$ cat src/rtl/rom_instr_sequencer.sv
// Instruction fetch/decode sequencer: walks a synchronous program ROM and presents
// decoded ALU/register-file control fields, one instruction at a time.
module rom_instr_sequencer #(
  parameter int ADDR_W = 8
) (
  input  logic              clk,
  input  logic              reset,
  input  logic              start,
  input  logic [ADDR_W-1:0] start_addr,
  input  logic              stop,
  output logic              rom_en,
  output logic [ADDR_W-1:0] rom_addr,
  input  logic [15:0]       rom_data,
  input  logic              alu_busy,
  output logic [15:0]       alu_op,
  output logic [3:0]        alu_addr_3,
  output logic [3:0]        alu_addr_2,
  output logic [3:0]        alu_addr_1,
  output logic [15:0]       reg_write_data,
  output logic              issue_valid,
  output logic              running,
  output logic              halted,
  output logic              err,
  output logic [ADDR_W-1:0] pc,
  output logic [15:0]       instr_count
);

  typedef enum logic [2:0] {IDLE, F1, D1, D2, ISSUE, HALTED} state_t;
  typedef enum logic [2:0] {CLS_ALU, CLS_LDI, CLS_RD, CLS_HALT, CLS_ILLEGAL} iclass_t;

  typedef struct packed {
    logic [15:0] op;
    logic [3:0]  addr_3;
    logic [3:0]  addr_2;
    logic [3:0]  addr_1;
    logic [15:0] wdata;
  } fields_t;

  localparam logic [7:0] OPC_ADD  = 8'h00;
  localparam logic [7:0] OPC_SUB  = 8'h01;
  localparam logic [7:0] OPC_AND  = 8'h02;
  localparam logic [7:0] OPC_OR   = 8'h03;
  localparam logic [7:0] OPC_XOR  = 8'h04;
  localparam logic [7:0] OPC_LDI  = 8'h11;
  localparam logic [7:0] OPC_RD   = 8'h12;
  localparam logic [7:0] OPC_HALT = 8'hFF;

  function automatic iclass_t classify(input logic [7:0] opc);
    case (opc)
      OPC_ADD, OPC_SUB, OPC_AND, OPC_OR, OPC_XOR: classify = CLS_ALU;
      OPC_LDI:  classify = CLS_LDI;
      OPC_RD:   classify = CLS_RD;
      OPC_HALT: classify = CLS_HALT;
      default:  classify = CLS_ILLEGAL;
    endcase
  endfunction

  // Source registers only exist for ALU ops, the immediate only for LDI.
  function automatic fields_t decode(input logic [15:0] operator_w,
                                     input logic [15:0] operand_w);
    iclass_t cls;
    cls           = classify(operator_w[15:8]);
    decode        = '0;
    decode.op     = operator_w;
    decode.addr_3 = operator_w[3:0];
    if (cls == CLS_ALU) begin
      decode.addr_2 = operand_w[11:8];
      decode.addr_1 = operand_w[3:0];
    end
    if (cls == CLS_LDI) decode.wdata = operand_w;
  endfunction

  state_t      state;
  fields_t     fields_q;
  logic [15:0] operator_q;
  iclass_t     rom_class;
  logic        two_word;

  always_comb begin
    // NOTE: every always_comb output gets a default first, so no path can infer a latch.
    rom_en    = 1'b0;
    rom_class = classify(rom_data[15:8]);
    two_word  = (rom_class == CLS_ALU) || (rom_class == CLS_LDI);
    if (!stop) begin
      case (state)
        F1:      rom_en = 1'b1;
        D1:      rom_en = two_word;
        default: rom_en = 1'b0;
      endcase
    end
  end

  assign rom_addr       = pc;
  assign issue_valid    = (state == ISSUE) && !alu_busy && !stop;
  assign running        = (state != IDLE) && (state != HALTED);
  assign halted         = (state == HALTED);
  assign alu_op         = fields_q.op;
  assign alu_addr_3     = fields_q.addr_3;
  assign alu_addr_2     = fields_q.addr_2;
  assign alu_addr_1     = fields_q.addr_1;
  assign reg_write_data = fields_q.wdata;

  // NOTE: sequential state uses non-blocking <= so every register sees pre-edge values.
  always_ff @(posedge clk or negedge reset) begin
    if (!reset) begin
      state       <= IDLE;
      pc          <= '0;
      err         <= 1'b0;
      instr_count <= '0;
      operator_q  <= '0;
      fields_q    <= '0;
    end else if (stop) begin
      state <= IDLE;
    end else begin
      case (state)
        IDLE, HALTED: begin
          if (start) begin
            state       <= F1;
            pc          <= start_addr;
            err         <= 1'b0;
            instr_count <= '0;
          end
        end
        F1: begin
          pc    <= pc + 1'b1;
          state <= D1;
        end
        D1: begin
          operator_q <= rom_data;
          case (rom_class)
            CLS_ALU, CLS_LDI: begin
              pc    <= pc + 1'b1;
              state <= D2;
            end
            CLS_RD: begin
              fields_q <= decode(rom_data, 16'h0000);
              state    <= ISSUE;
            end
            CLS_HALT: state <= HALTED;
            default: begin
              err   <= 1'b1;
              state <= F1;
            end
          endcase
        end
        D2: begin
          fields_q <= decode(operator_q, rom_data);
          state    <= ISSUE;
        end
        ISSUE: begin
          if (!alu_busy) begin
            instr_count <= instr_count + 16'd1;
            state       <= F1;
          end
        end
        default: state <= IDLE;
      endcase
    end
  end

endmodule

$ cat config.mk
export PLATFORM = sky130hd
export DESIGN_NAME = rom_instr_sequencer
export DESIGN_NICKNAME = d
export VERILOG_FILES = /design/src/rtl/rom_instr_sequencer.sv
export SDC_FILE = /design/constraint.sdc
export NUM_CORES = 1
export LEC_CHECK = 0
export CAP_MARGIN = 10
export CELL_PAD_IN_SITES_DETAIL_PLACEMENT = 1
export CELL_PAD_IN_SITES_GLOBAL_PLACEMENT = 1
export CORE_MARGIN = 2
export CORE_UTILIZATION = 28
export DETAILED_ROUTE_END_ITERATION = 16
export MAX_ROUTING_LAYER = met4
export PLACE_DENSITY = 0.74
export SYNTH_ARGS = -nofsm -noshare
export SYNTH_HDL_FRONTEND = slang
export SYNTH_SLANG_ARGS = --single-unit
$ cat constraint.sdc
create_clock -name clk -period 2.3 [get_ports clk]
set_clock_uncertainty 0.05 [all_clocks]
set_input_delay 0.575 -clock clk [delete_from_list [all_inputs] [get_ports clk]]
set_output_delay 0.575 -clock clk [all_outputs]
set_load 0.02 [all_outputs]
==> flow_summary.ini, run 1 <==
[setup_path]
end_kind = output port
crit_top_cell = buf_6
crit_fanout = 3
cp.required_ns = 1.67
max_stage_delay_ns = 0.32
slowest_stage = nor4_4
crit_type = in -> out
start_kind = input pin
path_cells = buf_6 > nor4_4 > and3b_2 > nor2_2 > or2_4 > a21boi_4 > buf_6
critPathArrivalTime_ns = 1.79

[synthesis]
synth.avg_cell_area_um2 = 11.8
netlist_instances = 353
synth_ff_type = dfrtp_1
synth_cell_type_count = 59
synth_most_common_cell = dfrtp_1
yosysWarnings = 0
synth_nets = 384
synth_common_cells = 84 x dfrtp_1, 31 x mux2_2, 25 x a22o_1
synth-edff-count = 0
synth_top_area_share_pct = 50.5
async_reset_ff_share_pct = 100
synth-seq-cells = 84
ys_top_cells_by_area = dfrtp_1 50%, mux2_2 8.4%, mux2_4 5.4%
syn_area_um2 = 4160
synth.largest_area_cell = dfrtp_1
synth_seq_area_share_pct = 50.5

[timing]
worst_pin_slew_ns = 0.682
max_slew_margin_pct = 54.1
min_period_ns = 2.42
rsz0062_at_grt = true
period_share_pct = 105
final_hold_viol_count = 0
setup_viol = 1
maxSlewViolCount = 0
setup_slack_ns = -0.117
max_freq_mhz = 414

[cts]
htreeDepth = 3
cts-root-buf = clkbuf_16
clk_path_buf_depth = 2
cts_buffers = 9
cts_tree = yes
cts_sinks = 84
clk_pin_slew_ns = 0.07
clkLatencyLatePin_ns = 0.35

[worst_hold_path]
hp-class = in -> async

[place]
io_buffers = 109
place_worst_setup_slack_ns = -1.11
dp_hpwl_mm = 8.50
gp_congestion = 0.818

[detailed_routing]
totalWireLength_mm = 12.2
final_antenna_net_count = 0
wl_per_cell_um = 18.0
drc = 0
first_pass_iters = 4
drt_iter0_drc = 135
routed_via_density = 4.99
vias = 3377

[floorplanning]
ios = 110
core-area_um2 = 14500
rows = 44
die_x_um = 126
initial_utilization_pct = 28.6
die_h_um = 126
die_area_um2 = 15900

[global_routing]
grtUsageTotal_pct = 16.3
antenna_found_initial = 0
grt_pass1_vias = 3676
gr-total-overflow = 0
grt_max_degree = 85
grt_pass1_wl_mm = 19.9

[power_and_ir_drop]
power_switching_mw = 1.41
peakVddDrop_mv = 0.327
p_comb_share_pct = 26.7
p_seq_share_pct = 40.9
p_int_mw = 3.23
switching_share_pct = 30.3
finalPower_mw = 4.64
p_per_area_nw_per_um2 = 770
p_leak_nw = 2.64
pwr-share-clk_pct = 32.4

[run]
max-cap-violations = 0

[cells_and_area]
fin_nets = 519
area_delta_synth_final_pct = 44.9
regArea_um2 = 2100
diodes = 0
multiInputGateArea_um2 = 1900
drive_gt1_share_pct = 29.0
nFillCells = 1609

[status]
status = finished, violations left
violations = setup timing
-- layout make-up --
type,instances,share of cell area [%]
inverters,12,0.788
repair buffers,152,24.1
flip-flops and latches,84,34.9
clock buffers,10,3.96
well taps,184,3.82
multi-input cells,229,31.4
clock inverters,6,1.06
-- critical path: cells and delay by family --
| kind | cells | cell delay, ns |
|---|---|---|
| AO/OA/AOI/OAI | 1 | 0.13 |
| buffers and inverters | 2 | 0.23 |
| AND/OR/NAND/NOR | 4 | 0.84 |
-- cells by family after synthesis --
kind of cell               Yosys count  share of synthesized area [%]
xor gates and xnor gates             8                           1.68
and+or+nand+nor                     90                           13.1
buffers and inverters               40                           5.56
DFF                                 84                           50.5
adders and majority gates            2                          0.601
AOI/OAI and AO/OA                   82                           14.5
muxes                               47                           14.0
-- cells in the final DEF (no fill, tap or decap), types with 3 or more instances in the layout --
cell	netlist	routed
a2bb2oi_1	6	6
mux2_2	31	31
buf_2	7	4
nor2_1	15	14
nand4_1	8	8
o22ai_1	4	4
nor3_1	4	4
clkbuf_16	0	9
a22o_1	25	25
o31ai_1	3	3
buf_4	15	39
clkdlybuf4s15_2	0	3
inv_1	11	10
clkdlybuf4s50_1	0	96
buf_6	2	5
nor2b_1	4	4
nand3_1	10	10
a21oi_1	10	10
o21ai_0	19	19
nand2_1	19	19
buf_12	0	4
xor2_1	7	6
dfrtp_1	84	84
mux2_4	15	15
and3_1	3	3
-- state kept, by name, indices dropped and copies added, names as in the netlist --
signal / count
alu_op: 16
instr_count: 16
operator_q: 16
reg_write_data: 16
pc: 8
alu_addr_1: 4
alu_addr_2: 4
state: 3
err: 1
-- power groups by stage --
stage	sequential (mW)	clock (mW)	combinational (mW)
global placement	1.90	0	1.22
floorplan	2.04	0	0.570
global route	1.94	1.60	1.33
finish	1.90	1.50	1.24
CTS	1.90	1.55	1.26
detailed placement	1.92	0	1.25
-- path summary, 6_finish.rpt --
| check | startpoint | endpoint | slack, ns | depth (start not counted) |
|---|---|---|---|---|
| min in group clk | err$_DFFE_PN0P_ | err$_DFFE_PN0P_ | 0.46 | 1 |
| worst min-delay path | reset | instr_count[7]$_DFFE_PN0P_ | 0.22 | 2 |
| max in group asynchronous | reset | alu_op[13]$_DFFE_PN0P_ | 1.62 | 2 |
| worst max-delay path | rom_data[13] | rom_en | -0.12 | 7 |
| worst max register to register | instr_count[0]$_DFFE_PN0P_ | instr_count[14]$_DFFE_PN0P_ | 0.33 | 6 |
| worst min register to register | err$_DFFE_PN0P_ | err$_DFFE_PN0P_ | 0.46 | 1 |
-- routing by layer --
metal	wire (um)	global-route usage (%)
met5	0	-
met4	155	5.43
met3	445	2.93
met2	6220	27.9
met1	5340	19.5
-- what timing repair did --
item                       CTS  global route
hold buffers                 0             0
setup endpoints to repair    4             4
buffers inserted             1             1
pin swaps                    6             3
resized for setup           60             3
-- stage by stage --
| stage | utilization, % | area, um2 | hold WS [ns] | setup TNS, ns | std cells |
|---|---|---|---|---|---|
| after floorplan | - | 4170 | 0.229 | 0 | 353 |
| final | 41.5 | 6030 | 0.217 | -0.117 | 677 |
| after global routing | 41.5 | 6030 | 0.239 | -0.235 | 677 |
| after detailed placement | 39.0 | 5670 | 0.438 | -15.51 | 659 |
| after global placement | 39.0 | 5670 | 0.432 | -13.99 | 659 |
| after CTS | 41.4 | 6010 | 0.234 | -0.146 | 676 |
Note: power is estimated with default switching activity, not from simulation.
==> inputs of run 2 (changes only) <==
Settings changed: CTS_CLUSTER_SIZE set to 24, SETUP_SLACK_MARGIN set to 0.05.
==> flow_summary.ini, run 2 (synthesized netlist as in run 1, its figures left out) <==
[floorplanning]
ios = 110
rows = 44
die_area_um2 = 15900
die_x_um = 126
die_h_um = 126
initial_utilization_pct = 28.6
core-area_um2 = 14500

[worst_hold_path]
hp-class = in -> async

[power_and_ir_drop]
switching_share_pct = 29.7
peakVddDrop_mv = 0.371
p_per_area_nw_per_um2 = 788
finalPower_mw = 4.77
p_comb_share_pct = 26.0
p_int_mw = 3.35
p_seq_share_pct = 39.8
p_leak_nw = 2.66
power_switching_mw = 1.42
pwr-share-clk_pct = 34.2

[setup_path]
crit_type = in -> out
slowest_stage = nor4_4
start_kind = input pin
crit_family = simple AND/OR/NAND/NOR gates
critPathArrivalTime_ns = 1.84
cp_num_buf_inv = 2
end_kind = output port
max_stage_delay_ns = 0.32
path_cells = buf_2 > nor4_4 > and3b_2 > nor2_2 > or2_4 > a21boi_4 > buf_6
cp.required_ns = 1.67
crit_fanout = 3

[place]
dp_hpwl_mm = 8.68
placed_area_um2 = 5690
gp_congestion = 0.829
place_worst_setup_slack_ns = -1.03
io_buffers = 109

[timing]
max_slew_margin_pct = 49.5
setup_viol = 1
setup_slack_ns = -0.167
min_period_ns = 2.47
fin_hold_ws_ns = 0.168
worst_pin_slew_ns = 0.746
rsz0062_at_grt = true
setup_tns_ns = -0.167
max_freq_mhz = 405
final_hold_viol_count = 0
period_share_pct = 107
maxSlewViolCount = 0

[cells_and_area]
diodes = 0
multiInputGateArea_um2 = 1880
design_area_um2 = 6050
area_delta_synth_final_pct = 45.4
final_common_cell = clkdlybuf4s50_1
drive_gt1_share_pct = 29.1
regArea_um2 = 2100
nFillCells = 1584
fin_nets = 524
layout_common_cells = 96 x clkdlybuf4s50_1, 84 x dfrtp_1, 46 x buf_4

[cts]
clk_path_buf_depth = 2
cts_sinks = 84
cts_hold_buf = 0
cts_tree = yes
htreeDepth = 3
clkLatencyLatePin_ns = 0.34
clk_pin_slew_ns = 0.06
cts-root-buf = clkbuf_16
cts_buffers = 9

[status]
violations = setup timing
status = finished, violations left

[global_routing]
use_met1_pct = 19.6
grt_pass1_vias = 3731
gr-total-overflow = 0
antenna_found_initial = 0
use_met3_pct = 4.16
gr-usage-met2_pct = 27.7
top_usage_layer = met2
grtUsageTotal_pct = 16.5
grt_max_degree = 85
grt_pass1_wl_mm = 20.1

[detailed_routing]
drc = 0
vias = 3394
first_pass_iters = 4
totalWireLength_mm = 12.4
routed_via_density = 4.98
drt_iter0_drc = 172
final_antenna_net_count = 0
wl_per_cell_um = 18.1

[run]
max-cap-violations = 0
-- run 2: cell types whose count changed in the layout (fill, tap and decap cells not counted), sizes merged --
cell and delta:
buf +6, clkinvlp -2, inv +2, bufinv +1, clkbuf +1, clkdlybuf4s15 -1
clkinv -1, dlygate4sd2 -1
-- run 2: area by class of cell --
type / instances / share of cell area, %
flip-flops and latches: 84 / 34.7
well taps: 184 / 3.80
multi-input cells: 229 / 31.0
clock inverters: 6 / 1.57
clock buffers: 10 / 3.95
repair buffers: 157 / 24.2
inverters: 12 / 0.785
-- run 2: power groups by stage --
| stage | clock network (mW) | registers, mW | logic, mW |
|---|---|---|---|
| after floorplan | 0 | 2.04 | 0.572 |
| after global placement | 0 | 1.91 | 1.22 |
| after detailed placement | 0 | 1.93 | 1.26 |
| after CTS | 1.69 | 1.90 | 1.26 |
| after global routing | 1.74 | 1.94 | 1.33 |
| final | 1.63 | 1.90 | 1.24 |
-- run 2: worst paths after layout --
| path | startpoint | end | slack, ns | cells past startpoint |
|---|---|---|---|---|
| setup / recovery | rom_data[11] | rom_en | -0.17 | 7 |
| hold reg to reg | operator_q[4]$_DFFE_PN0P_ | operator_q[4]$_DFFE_PN0P_ | 0.46 | 1 |
| setup reg to reg | instr_count[0]$_DFFE_PN0P_ | instr_count[12]$_DFFE_PN0P_ | 0.39 | 6 |
| max in group asynchronous | reset | operator_q[0]$_DFFE_PN0P_ | 1.58 | 2 |
| min in group clk | operator_q[4]$_DFFE_PN0P_ | operator_q[4]$_DFFE_PN0P_ | 0.46 | 1 |
| hold / removal | reset | instr_count[6]$_DFFE_PN0P_ | 0.17 | 2 |
-- run 2: per-layer routing --
layer  wire [um]  vias to the layer above
li1            -                     1570
met3         590                       14
met4         156                        0
met5           0                        -
met2        6320                       74
met1        5310                     1736
-- run 2: what timing repair did --
item / in CTS / in global routing
buffers inserted: 3 / 3
cloned: 0 / 0
resized for setup: 50 / 5
setup endpoints to repair: 5 / 5
pin swaps: 6 / 3
-- run 2: per-stage QoR --
stage | utilization (%) | std cells
final | 41.7 | 682
after global routing | 41.7 | 682
after CTS | 41.5 | 679
after detailed placement | 39.2 | 660
after global placement | 39.2 | 660
after floorplan | - | 353
-- run 2: worst register-to-register path: cells and delay by family (launching register included) --
kind | cells | cell delay (ns)
adder cells (fa/ha/maj) | 1 | 0.25
flip-flops | 1 | 0.42
AND/OR/NAND/NOR | 4 | 0.93
XOR/XNOR | 1 | 0.16
==> inputs of run 3 (changes only) <==
Settings changed: SETUP_SLACK_MARGIN 0.05 to 0.1.
==> flow_summary.ini, run 3 (synthesized netlist as in run 1, its figures left out) <==
[setup_path]
critPathArrivalTime_ns = 1.81
crit_type = in -> out
reg2reg_setup_slack_ns = 0.39
end_kind = output port
start_kind = input pin
crit_fanout = 3
cp.required_ns = 1.67

[cells_and_area]
nFillCells = 1570
layout_common_cells = 96 x clkdlybuf4s50_1, 84 x dfrtp_1, 43 x buf_4
fin_nets = 524
drive_gt1_share_pct = 29.9
final_common_cell = clkdlybuf4s50_1
utilization_pct = 42.0
fin_cells = 682
area_delta_synth_final_pct = 46.6
diodes = 0

[global_routing]
gr-total-overflow = 0
gr-usage-met2_pct = 27.7
grt_pass1_vias = 3723
antenna_found_initial = 0
top_usage_layer = met2
grt_max_degree = 85
use_met1_pct = 19.8
use_met3_pct = 4.12
grt_pass1_wl_mm = 20.2
grtUsageTotal_pct = 16.5

[power_and_ir_drop]
peakVddDrop_mv = 0.372
p_leak_nw = 2.67
p_per_area_nw_per_um2 = 784
finalPower_mw = 4.78

[detailed_routing]
first_pass_iters = 4
drt_iter0_drc = 154
vias = 3399
routed_via_density = 4.98
final_antenna_net_count = 0
wl_per_cell_um = 18.3
drc = 0
totalWireLength_mm = 12.5

[floorplanning]
die_x_um = 126
die_area_um2 = 15900
initial_utilization_pct = 28.6
core-area_um2 = 14500
die_h_um = 126
ios = 110
rows = 44

[timing]
min_period_ns = 2.44
max_slew_margin_pct = 59.5
setup_slack_ns = -0.135
fin_hold_ws_ns = 0.168
maxSlewViolCount = 0
rsz0062_at_grt = true
period_share_pct = 106
worst_pin_slew_ns = 0.602
max_freq_mhz = 411
final_hold_viol_count = 0
setup_viol = 1

[cts]
cts_buffers = 9
cts_tree = yes
clk_pin_slew_ns = 0.06
cts_sinks = 84
clk_path_buf_depth = 2
htreeDepth = 3
cts-root-buf = clkbuf_16
clkLatencyLatePin_ns = 0.34

[place]
placed_cells = 660
place_worst_setup_slack_ns = -1.03
io_buffers = 109
gp_congestion = 0.829
dp_hpwl_mm = 8.68

[run]
max-cap-violations = 0

[status]
status = finished, violations left
violations = setup timing

[worst_hold_path]
hp-class = in -> async
run 3: where the power goes:
part           switching (mW)  internal, mW  total, mW
Combinational           0.584         0.666       1.25
Clock                   0.641         0.993       1.63
Sequential              0.196          1.70       1.90
Total                    1.42          3.36       4.78
run 3: final timing paths:
kind                                       from  cells after the start                         end
min in group clk                err$_DFFE_PN0P_                      1             err$_DFFE_PN0P_
max in group asynchronous                 reset                      2   operator_q[0]$_DFFE_PN0P_
setup reg to reg           state[1]$_DFFE_PN0P_                      4       alu_op[2]$_DFFE_PN0P_
hold reg to reg                 err$_DFFE_PN0P_                      1             err$_DFFE_PN0P_
setup / recovery                   rom_data[13]                      7                      rom_en
hold / removal                            reset                      2  instr_count[6]$_DFFE_PN0P_
run 3: routing by layer:
metal,wire length (um),up-vias
li1,-,1571
met1,5310,1744
met3,583,14
met2,6440,70
met5,0,-
met4,161,0
run 3: cell type report:
cell class | instances | area [um2] | area share [%]
Timing Repair Buffer | 157 | 1490 | 24.4
Clock inverter | 6 | 95.1 | 1.56
Multi-Input combinational cell | 229 | 1900 | 31.1
Tap cell | 184 | 230 | 3.77
Clock buffer | 10 | 239 | 3.92
Inverter | 12 | 47.5 | 0.779
Sequential cell | 84 | 2100 | 34.4
run 3: critical path: stages:
cell	delay, ns
buf_6	0.10
nor4_4	0.31
and3b_2	0.26
nor2_2	0.05
or2_4	0.24
a21boi_4	0.14
buf_6	0.14
run 3: repair_timing:
| item | in CTS | in global routing |
|---|---|---|
| buffers inserted | 3 | 3 |
| resized for setup | 59 | 6 |
| pin swaps | 6 | 4 |
| cloned | 0 | 0 |
| endpoints found under the setup margin | 25 | 7 |
| endpoints found under the hold margin | 0 | 0 |
| hold buffers | 0 | 0 |
run 3: stage by stage:
step	TNS (ns)	cell area [um2]
final	-0.135	6100
after global routing	-0.210	6100
after CTS	-0.114	6050
after detailed placement	-14.77	5690
after global placement	-12.56	5690
after floorplan	0	4190
